File: config.mk
export PLATFORM = sky130hd
export DESIGN_NAME = ddr3_port_arbiter
export DESIGN_NICKNAME = d
export VERILOG_FILES = /design/src/rtl/ddr3_port_arbiter.sv
export SDC_FILE = /design/constraint.sdc
export NUM_CORES = 1
export LEC_CHECK = 0
export ABC_AREA = 0
export BUFFER_PORTS_ARGS = -buffer_cell sky130_fd_sc_hd__buf_2
export CAP_MARGIN = 10
export CORE_AREA = 5 5 242 244
export DETAILED_ROUTE_END_ITERATION = 16
export DIE_AREA = 0 0 247 249
export PLACE_DENSITY_LB_ADDON = 0.12
export SYNTH_ARGS = -nofsm -noshare
export SYNTH_HDL_FRONTEND = slang
export SYNTH_SLANG_ARGS = --single-unit
File: constraint.sdc
create_clock -name clk -period 3 [get_ports clk]
set_input_delay 0.45 -clock clk [delete_from_list [all_inputs] [get_ports clk]]
set_output_delay 0.45 -clock clk [all_outputs]
set_load 0.02 [all_outputs]
File: src/rtl/ddr3_port_arbiter.sv
// Two-port round-robin arbiter/sequencer in front of the DDR3 controller user port.
// Port A is the write port and port B is the read port. One burst is in flight at a time:
// the request is granted, the controller command is issued, then beats are steered.
module ddr3_port_arbiter #(
    parameter int unsigned ADDR_WIDTH = 24,
    parameter int unsigned DATA_WIDTH = 128,
    parameter int unsigned LEN_WIDTH  = 8
) (
    input  logic                  clk,
    input  logic                  nrst,
    input  logic                  a_req,
    input  logic [ADDR_WIDTH-1:0] a_addr,
    input  logic [LEN_WIDTH-1:0]  a_len,
    output logic                  a_gnt,
    input  logic [DATA_WIDTH-1:0] a_wdata,
    input  logic                  a_wvalid,
    output logic                  a_wready,
    output logic                  a_done,
    input  logic                  b_req,
    input  logic [ADDR_WIDTH-1:0] b_addr,
    input  logic [LEN_WIDTH-1:0]  b_len,
    output logic                  b_gnt,
    output logic [DATA_WIDTH-1:0] b_rdata,
    output logic                  b_rvalid,
    output logic                  b_done,
    output logic                  ctl_cmd_valid,
    input  logic                  ctl_cmd_ready,
    output logic                  ctl_cmd_we,
    output logic [ADDR_WIDTH-1:0] ctl_cmd_addr,
    output logic [LEN_WIDTH-1:0]  ctl_cmd_len,
    output logic [DATA_WIDTH-1:0] ctl_wdata,
    output logic                  ctl_wvalid,
    input  logic                  ctl_wready,
    input  logic [DATA_WIDTH-1:0] ctl_rdata,
    input  logic                  ctl_rvalid,
    output logic                  busy,
    output logic                  proto_err
);

    localparam logic [LEN_WIDTH-1:0] LEN_ONE = LEN_WIDTH'(1);

    typedef enum logic [1:0] {
        IDLE  = 2'd0,
        CMD   = 2'd1,
        WDATA = 2'd2,
        RDATA = 2'd3
    } state_t;

    state_t                state_q, state_n;
    logic                  last_b_q, last_b_n;
    logic [LEN_WIDTH-1:0]  cnt_q, cnt_n;
    logic                  cmd_valid_n;
    logic                  cmd_we_n;
    logic [ADDR_WIDTH-1:0] cmd_addr_n;
    logic [LEN_WIDTH-1:0]  cmd_len_n;
    logic                  a_gnt_n, b_gnt_n, a_done_n, b_done_n;
    logic                  pick_a, pick_b;
    logic                  in_wdata, in_rdata;
    logic                  beat_w, beat_r;
    logic [LEN_WIDTH-1:0]  last_beat;

    // Round-robin pick: a lone requester wins, on a tie the port not served last wins
    assign pick_a = a_req & (~b_req | last_b_q);
    assign pick_b = b_req & (~a_req | ~last_b_q);

    // Index of the final beat; only used in data states where the latched length is non-zero
    assign last_beat = ctl_cmd_len - LEN_ONE;

    // Data-phase passthroughs, forced to zero outside their own state
    assign in_wdata   = (state_q == WDATA);
    assign in_rdata   = (state_q == RDATA);
    assign ctl_wdata  = in_wdata ? a_wdata : '0;
    assign ctl_wvalid = in_wdata & a_wvalid;
    assign a_wready   = in_wdata & ctl_wready;
    assign b_rdata    = in_rdata ? ctl_rdata : '0;
    assign b_rvalid   = in_rdata & ctl_rvalid;
    assign beat_w     = in_wdata & a_wvalid & ctl_wready;
    assign beat_r     = in_rdata & ctl_rvalid;

    // Next-state and next-output decode
    always_comb begin
        state_n     = state_q;
        last_b_n    = last_b_q;
        cnt_n       = cnt_q;
        cmd_valid_n = ctl_cmd_valid;
        cmd_we_n    = ctl_cmd_we;
        cmd_addr_n  = ctl_cmd_addr;
        cmd_len_n   = ctl_cmd_len;
        a_gnt_n     = 1'b0;
        b_gnt_n     = 1'b0;
        a_done_n    = 1'b0;
        b_done_n    = 1'b0;
        case (state_q)
            IDLE: begin
                if (pick_a || pick_b) begin
                    state_n     = CMD;
                    last_b_n    = pick_b;
                    cmd_we_n    = pick_a;
                    cmd_addr_n  = pick_a ? a_addr : b_addr;
                    cmd_len_n   = pick_a ? a_len : b_len;
                    cmd_valid_n = pick_a ? (a_len != '0) : (b_len != '0);
                    a_gnt_n     = pick_a;
                    b_gnt_n     = pick_b;
                end
            end
            CMD: begin
                if (ctl_cmd_len == '0) begin
                    // Zero-length burst: acknowledged without touching the controller
                    state_n  = IDLE;
                    a_done_n = ctl_cmd_we;
                    b_done_n = ~ctl_cmd_we;
                end else if (ctl_cmd_ready) begin
                    state_n     = ctl_cmd_we ? WDATA : RDATA;
                    cmd_valid_n = 1'b0;
                    cnt_n       = '0;
                end
            end
            WDATA: begin
                if (beat_w) begin
                    if (cnt_q == last_beat) begin
                        state_n  = IDLE;
                        a_done_n = 1'b1;
                        cnt_n    = '0;
                    end else begin
                        cnt_n = cnt_q + LEN_ONE;
                    end
                end
            end
            RDATA: begin
                if (beat_r) begin
                    if (cnt_q == last_beat) begin
                        state_n  = IDLE;
                        b_done_n = 1'b1;
                        cnt_n    = '0;
                    end else begin
                        cnt_n = cnt_q + LEN_ONE;
                    end
                end
            end
            default: begin
                state_n = IDLE;
            end
        endcase
    end

    // State and registered outputs; reset aborts any burst immediately
    always_ff @(posedge clk or negedge nrst) begin
        if (!nrst) begin
            state_q       <= IDLE;
            last_b_q      <= 1'b1;
            cnt_q         <= '0;
            ctl_cmd_valid <= 1'b0;
            ctl_cmd_we    <= 1'b0;
            ctl_cmd_addr  <= '0;
            ctl_cmd_len   <= '0;
            a_gnt         <= 1'b0;
            b_gnt         <= 1'b0;
            a_done        <= 1'b0;
            b_done        <= 1'b0;
            busy          <= 1'b0;
            proto_err     <= 1'b0;
        end else begin
            state_q       <= state_n;
            last_b_q      <= last_b_n;
            cnt_q         <= cnt_n;
            ctl_cmd_valid <= cmd_valid_n;
            ctl_cmd_we    <= cmd_we_n;
            ctl_cmd_addr  <= cmd_addr_n;
            ctl_cmd_len   <= cmd_len_n;
            a_gnt         <= a_gnt_n;
            b_gnt         <= b_gnt_n;
            a_done        <= a_done_n;
            b_done        <= b_done_n;
            busy          <= (state_n != IDLE);
            proto_err     <= proto_err | (ctl_rvalid & ~in_rdata);
        end
    end

endmodule

# [After elaboration in Yosys (flattened, before gate mapping)]
# Cells that the tools add are included.
[classes] n_addsub=2 n_eq_ne=9 muxes=34 bitwise=15 n_reduce_logical=11
[op_table] cell="2-to-1 mux 128 bit" count=2
[op_table] cell="2-to-1 mux 8 bit" count=6
[op_table] cell="2-to-1 mux 24 bit" count=1
[op_table] cell="case mux 8 bit (3 select lines)" count=1
[op_table] cell="nonzero test 8 bit" count=2
[op_table] cell="2-to-1 mux 1 bit" count=14
[op_table] cell="2-to-1 mux 2 bit" count=6
[op_table] cell="adder 8 x 1 -> 8 bit (second input constant)" count=1
[op_table] cell="== test 8 bit" count=1
[op_table] cell="logical NOT 8 bit" count=1
[op_table] cell="inequality test 2 bit (second input constant)" count=4
[op_table] cell="case mux 2 bit (4 select lines)" count=1
[op_table] cell="subtractor 8 x 1 -> 8 bit (second input constant)" count=1
[op_table] cell="AND 1 bit" count=7
[op_table] cell="case mux 1 bit (2 select lines)" count=3
[op_table] cell="NOT 1 bit" count=5
[op_table] cell="AND reduction 5 bit" count=1
[op_table] cell="== test 2 bit (second input constant)" count=2
[op_table] cell="AND reduction 4 bit" count=1
[op_table] cell="nonzero test 2 bit" count=2
[op_table] cell="OR 1 bit" count=3
[op_table] cell="nonzero test 3 bit" count=1
[op_table] cell="== test 2 x 1 -> 1 bit (second input constant)" count=1
[op_table] cell="logical NOT 2 bit" count=1
[op_table] cell="other kinds (3)" count=3
[word_totals] ff_bits=51 inputBits=328 out_inout_bits=299 wordCells=84

# [Depth between registers and ports, before layout]
[depth] ltp_word=7 mapped_depth=8 mapped_depth_nobuf=8

# [Least setup slack after synthesis]
# No wires, ideal clock.
[synth_timing] path_kind="flip-flop to flip-flop" from="register ctl_cmd_len[4]" to="register busy" setup_time_ps=134 arrival_time_ps=2364 required_time_ps=2866 path_slack_ps=502 path_stages_with_launch=8 path_buffers=1 period_less_slack_ps=2498 path_cell_list="dfrtp_1 buf_6 or4_4 or3_4 a2111oi_4 o211ai_4 nor3_4 a31oi_1"
[synth_between] elab_chain_len=6 elab_cells_between_ends=9 classes_between="add/sub: 1; eq/ne: 1; mux: 5; reduce/logical: 2"
[synth_rtl] element="start: declaration" line="30" text="output logic [LEN_WIDTH-1:0] ctl_cmd_len,"
[synth_rtl] element="start signal: assignment" line="169" text="ctl_cmd_len <= cmd_len_n;"
[synth_rtl] element="subtractor 8 x 1 -> 8 bit" line="67" text="assign last_beat = ctl_cmd_len - LEN_ONE;"
[synth_rtl] element="== test 8 bit" line="120, 131"
[synth_rtl] element="2-to-1 mux 2 bit" line="120, 131"
[synth_rtl] element="2-to-1 mux 2 bit (on tied branches)" line="130, 119"
[synth_rtl] element="case mux 2 bit (4 select lines) (*)" line="93" text="case (state_q)"
[synth_rtl] element="nonzero test 2 bit (*)" line="174" text="busy <= (state_n != IDLE);"
[synth_rtl] element="end signal: assignment" line="174"
[synth_rtl] element="end: declaration" line="36" text="output logic busy,"
# Every way passes the cells marked *; elsewhere a longest branch is shown, timed or not.
# A chain may end at the register's enable or synchronous reset.

# [Final worst setup path]
[layout_timing] from="register ctl_cmd_len[4]" to="register cnt_q[5]"
[layout_between] elab_chain_len=5 elab_cells_between_ends=9 classes_between="add/sub: 1; eq/ne: 2; mux: 4; reduce/logical: 2"
[layout_rtl] element="subtractor 8 x 1 -> 8 bit" line="67"
[layout_rtl] element="== test 8 bit" line="120, 131"
[layout_rtl] element="2-to-1 mux 8 bit" line="120, 131"
[layout_rtl] element="2-to-1 mux 8 bit (on tied branches)" line="130, 119"
[layout_rtl] element="case mux 8 bit (3 select lines)" line="93"
[layout_rtl] element="end signal: assignment" line="165" text="cnt_q <= cnt_n;"
[layout_rtl] element="end: declaration" line="51" text="logic [LEN_WIDTH-1:0] cnt_q, cnt_n;"
# Several ways; a longest one is shown, not always the timed one. The select of a mux whose other input is x is not followed.

==> qor.yml <==
status: "completed"
ys.flop_type: "dfrtp_1"
grt_overflow: 0
power_density_nw_per_um2: 688
crit_path_max_fanout: 8
synth_edf_count: 0
fin_worst_skew_ps: 7.16
path_clk_slew_ps: 80
pin_count: 627
crit_path_start_kind: "register"
syn_inst: 583
port_buffers: 626
crit_type: "reg2reg"
critPathMaxStageDelay_ps: 550
slew_headroom_pct: 49.0
avgSynthCellArea_sq_um: 7.83
clock-sinks: 51
period_needed_ps: 2570
fin_area_sq_um: 8780
ys_ff_latch: 51
worstMarginPinSlew_ps: 763
vias: 6380
final.setup.worst_slack_ps: 431
htreeDepth: 2
finalCritPeriodShare_pct: 85.6
grt_max_degree: 134
finalSetupViolCount: 0
nFillCells: 6554
postLayoutCoreUtil_pct: 15.7
grt_pass1_vias: 6634
crit_required_ps: 3180
ant_nets: 0
max_freq_ghz: 0.389
path_cells: "or4_4 -> or3_4 -> a2111oi_4 -> o211ai_4 -> a21oi_2 -> nor2_1"
place_congestion: 0.786
report.final.slew_viol_count: 0
yosysWarningCount: 0
layout.nets: 1515
yosysSeqAreaShare_pct: 28.0
core_sq_um: 56100
clk_path_buf_depth: 2
hold_buffers: 0
dp_slack_ps: 416
tritoncts: "done"
synth_nets: 918
critPathCaptureType: "register"
globalRouteTotalUtil_pct: 11.2
fp.dieArea_sq_um: 61500
num_rows: 87
antenna_found_initial: 38
cts_root_buffer: "clkbuf_16"
cts_made_buffers: 5
fp.dieH_um: 249
cts_resized: 0
grt_pass1_wl_um: 50600
drive_gt1_share_pct: 55.5
cpMaxStageDelayCell: "or4_4"
viasPerCell: 3.28
synthArstFlopShare_pct: 100
multi_input_area_sq_um: 3100
rsz0062_at_grt: "false"
hold_viol: 0
p_leak_nw: 5.12
ir_worst_vdd_mv: 0.194
drt_first_pass_iters: 4
insertion_delay_ps: 300
drc: 0
area_growth_pct: 92.3
cts_setup_buffers: 0
die_x_um: 247
netlist_area_sq_um: 4560
regArea_sq_um: 1280
routed_wl_um: 36700
worst_hold_slack_ps: 214
place_area_sq_um: 8590
synth_cell_types: 50
maxCapViolCount: 0
wire_per_inst_um: 18.9
hold_class: "in2async"
cp_data_arrival_time_ps: 2740
start_util_pct: 8.14
timing.setup.tns_ps: 0
drt_iter0_drc: 189
dp_hpwl_um: 32700
-- cell usage in the layout (no fill, tap or decap), drive strengths merged, types with 4 or more instances in the layout --
cell | netlist | final
nor2 | 11 | 11
diode | 0 | 6
a21oi | 6 | 6
xnor2 | 4 | 4
and2 | 260 | 260
mux2i | 32 | 32
inv | 14 | 14
xor2 | 7 | 7
nand2 | 43 | 43
o21ai | 45 | 45
nor4 | 6 | 6
nor3 | 4 | 4
clkbuf | 42 | 5
dfrtp | 50 | 50
buf | 1 | 633
nand3 | 4 | 4
and3 | 5 | 5
ha | 7 | 7
-- path summary, 6_finish.rpt --
| check | startpoint | endpoint | slack (ps) | depth (start not counted) |
|---|---|---|---|---|
| hold / removal | nrst | ctl_cmd_addr[11] | 210 | 1 |
| min in group clk | ctl_rvalid | proto_err | 400 | 2 |
| setup reg to reg | ctl_cmd_len[4] | cnt_q[5] | 430 | 6 |
| setup / recovery | ctl_cmd_len[4] | cnt_q[5] | 430 | 6 |
| max in group asynchronous | nrst | cnt_q[5] | 2280 | 1 |
| hold reg to reg | proto_err | proto_err | 460 | 1 |
-- synth_stat cells (all sizes together) (2+ instances only) --
library cell / instances / share of area (%)
a21o: 3 / 0.49
a21oi: 6 / 0.74
a31oi: 3 / 0.41
and2: 260 / 36
and3: 5 / 0.69
clkbuf: 42 / 3.5
dfrtp: 50 / 27
ha: 7 / 1.9
inv: 14 / 1.2
mux2i: 32 / 7.0
nand2: 43 / 3.5
nand3: 4 / 0.44
nand4: 3 / 0.41
nor2: 11 / 0.90
nor2b: 2 / 0.27
nor3: 4 / 0.69
nor3b: 3 / 0.49
nor4: 6 / 0.82
o211ai: 2 / 0.63
o21ai: 45 / 4.9
o31a: 2 / 0.38
or2: 2 / 0.27
or3: 3 / 0.52
xnor2: 4 / 0.77
xor2: 7 / 1.3
-- registers in the layout, indices dropped and copies added, names as in the netlist --
register	cells
cnt_q	8
a_gnt	1
busy	1
ctl_cmd_valid	1
b_done	1
state_q	2
a_done	1
ctl_cmd_we	1
ctl_cmd_addr	24
b_gnt	1
ctl_cmd_len	8
last_b_q	1
proto_err	1
-- worst max-delay path: cells and delay by family (launching register included) --
| family | cells | cell delay [ps] |
|---|---|---|
| simple gates | 3 | 1060 |
| compound gates | 3 | 900 |
| flops | 1 | 480 |
-- cells by family after synthesis --
group	count (synthesis)	share of synthesized area, %
simple gates	351	45.6
buf+inv	57	4.85
flops	51	28.0
xor+xnor	11	2.11
fa+ha+maj	7	1.92
compound gates	73	10.3
mux	33	7.26
-- cell type report --
class / count / area share, %
timing repair buffer: 633 / 36.6
multi-input combinational: 475 / 35.4
sequential: 51 / 14.6
tap: 756 / 10.8
clock buffer: 5 / 1.43
inverter: 14 / 0.599
clock inverter: 3 / 0.499
antenna: 6 / 0.171
-- stage by stage --
step | cells | total power, W
floorplan | 583 | 0.00375
finish | 1943 | 0.00604
detailed placement | 1929 | 0.00550
global placement | 1929 | 0.00553
global route | 1938 | 0.00654
CTS | 1937 | 0.00624
-- where the power goes --
| part | switching [W] | leakage, nW | internal (W) |
|---|---|---|---|
| clock | 0.000298 | 0.0838 | 0.000395 |
| combinational | 0.00272 | 4.40 | 0.00144 |
| sequential | 0.000224 | 0.638 | 0.000969 |
| total | 0.00324 | 5.12 | 0.00280 |
-- metal layers --
metal  track usage [%]  routed length, um
met3              4.70               3290
met5                 0                335
met2              21.4              19800
met4              3.41               1080
met1              10.9              12200
Power figures use the tool's default switching activity.
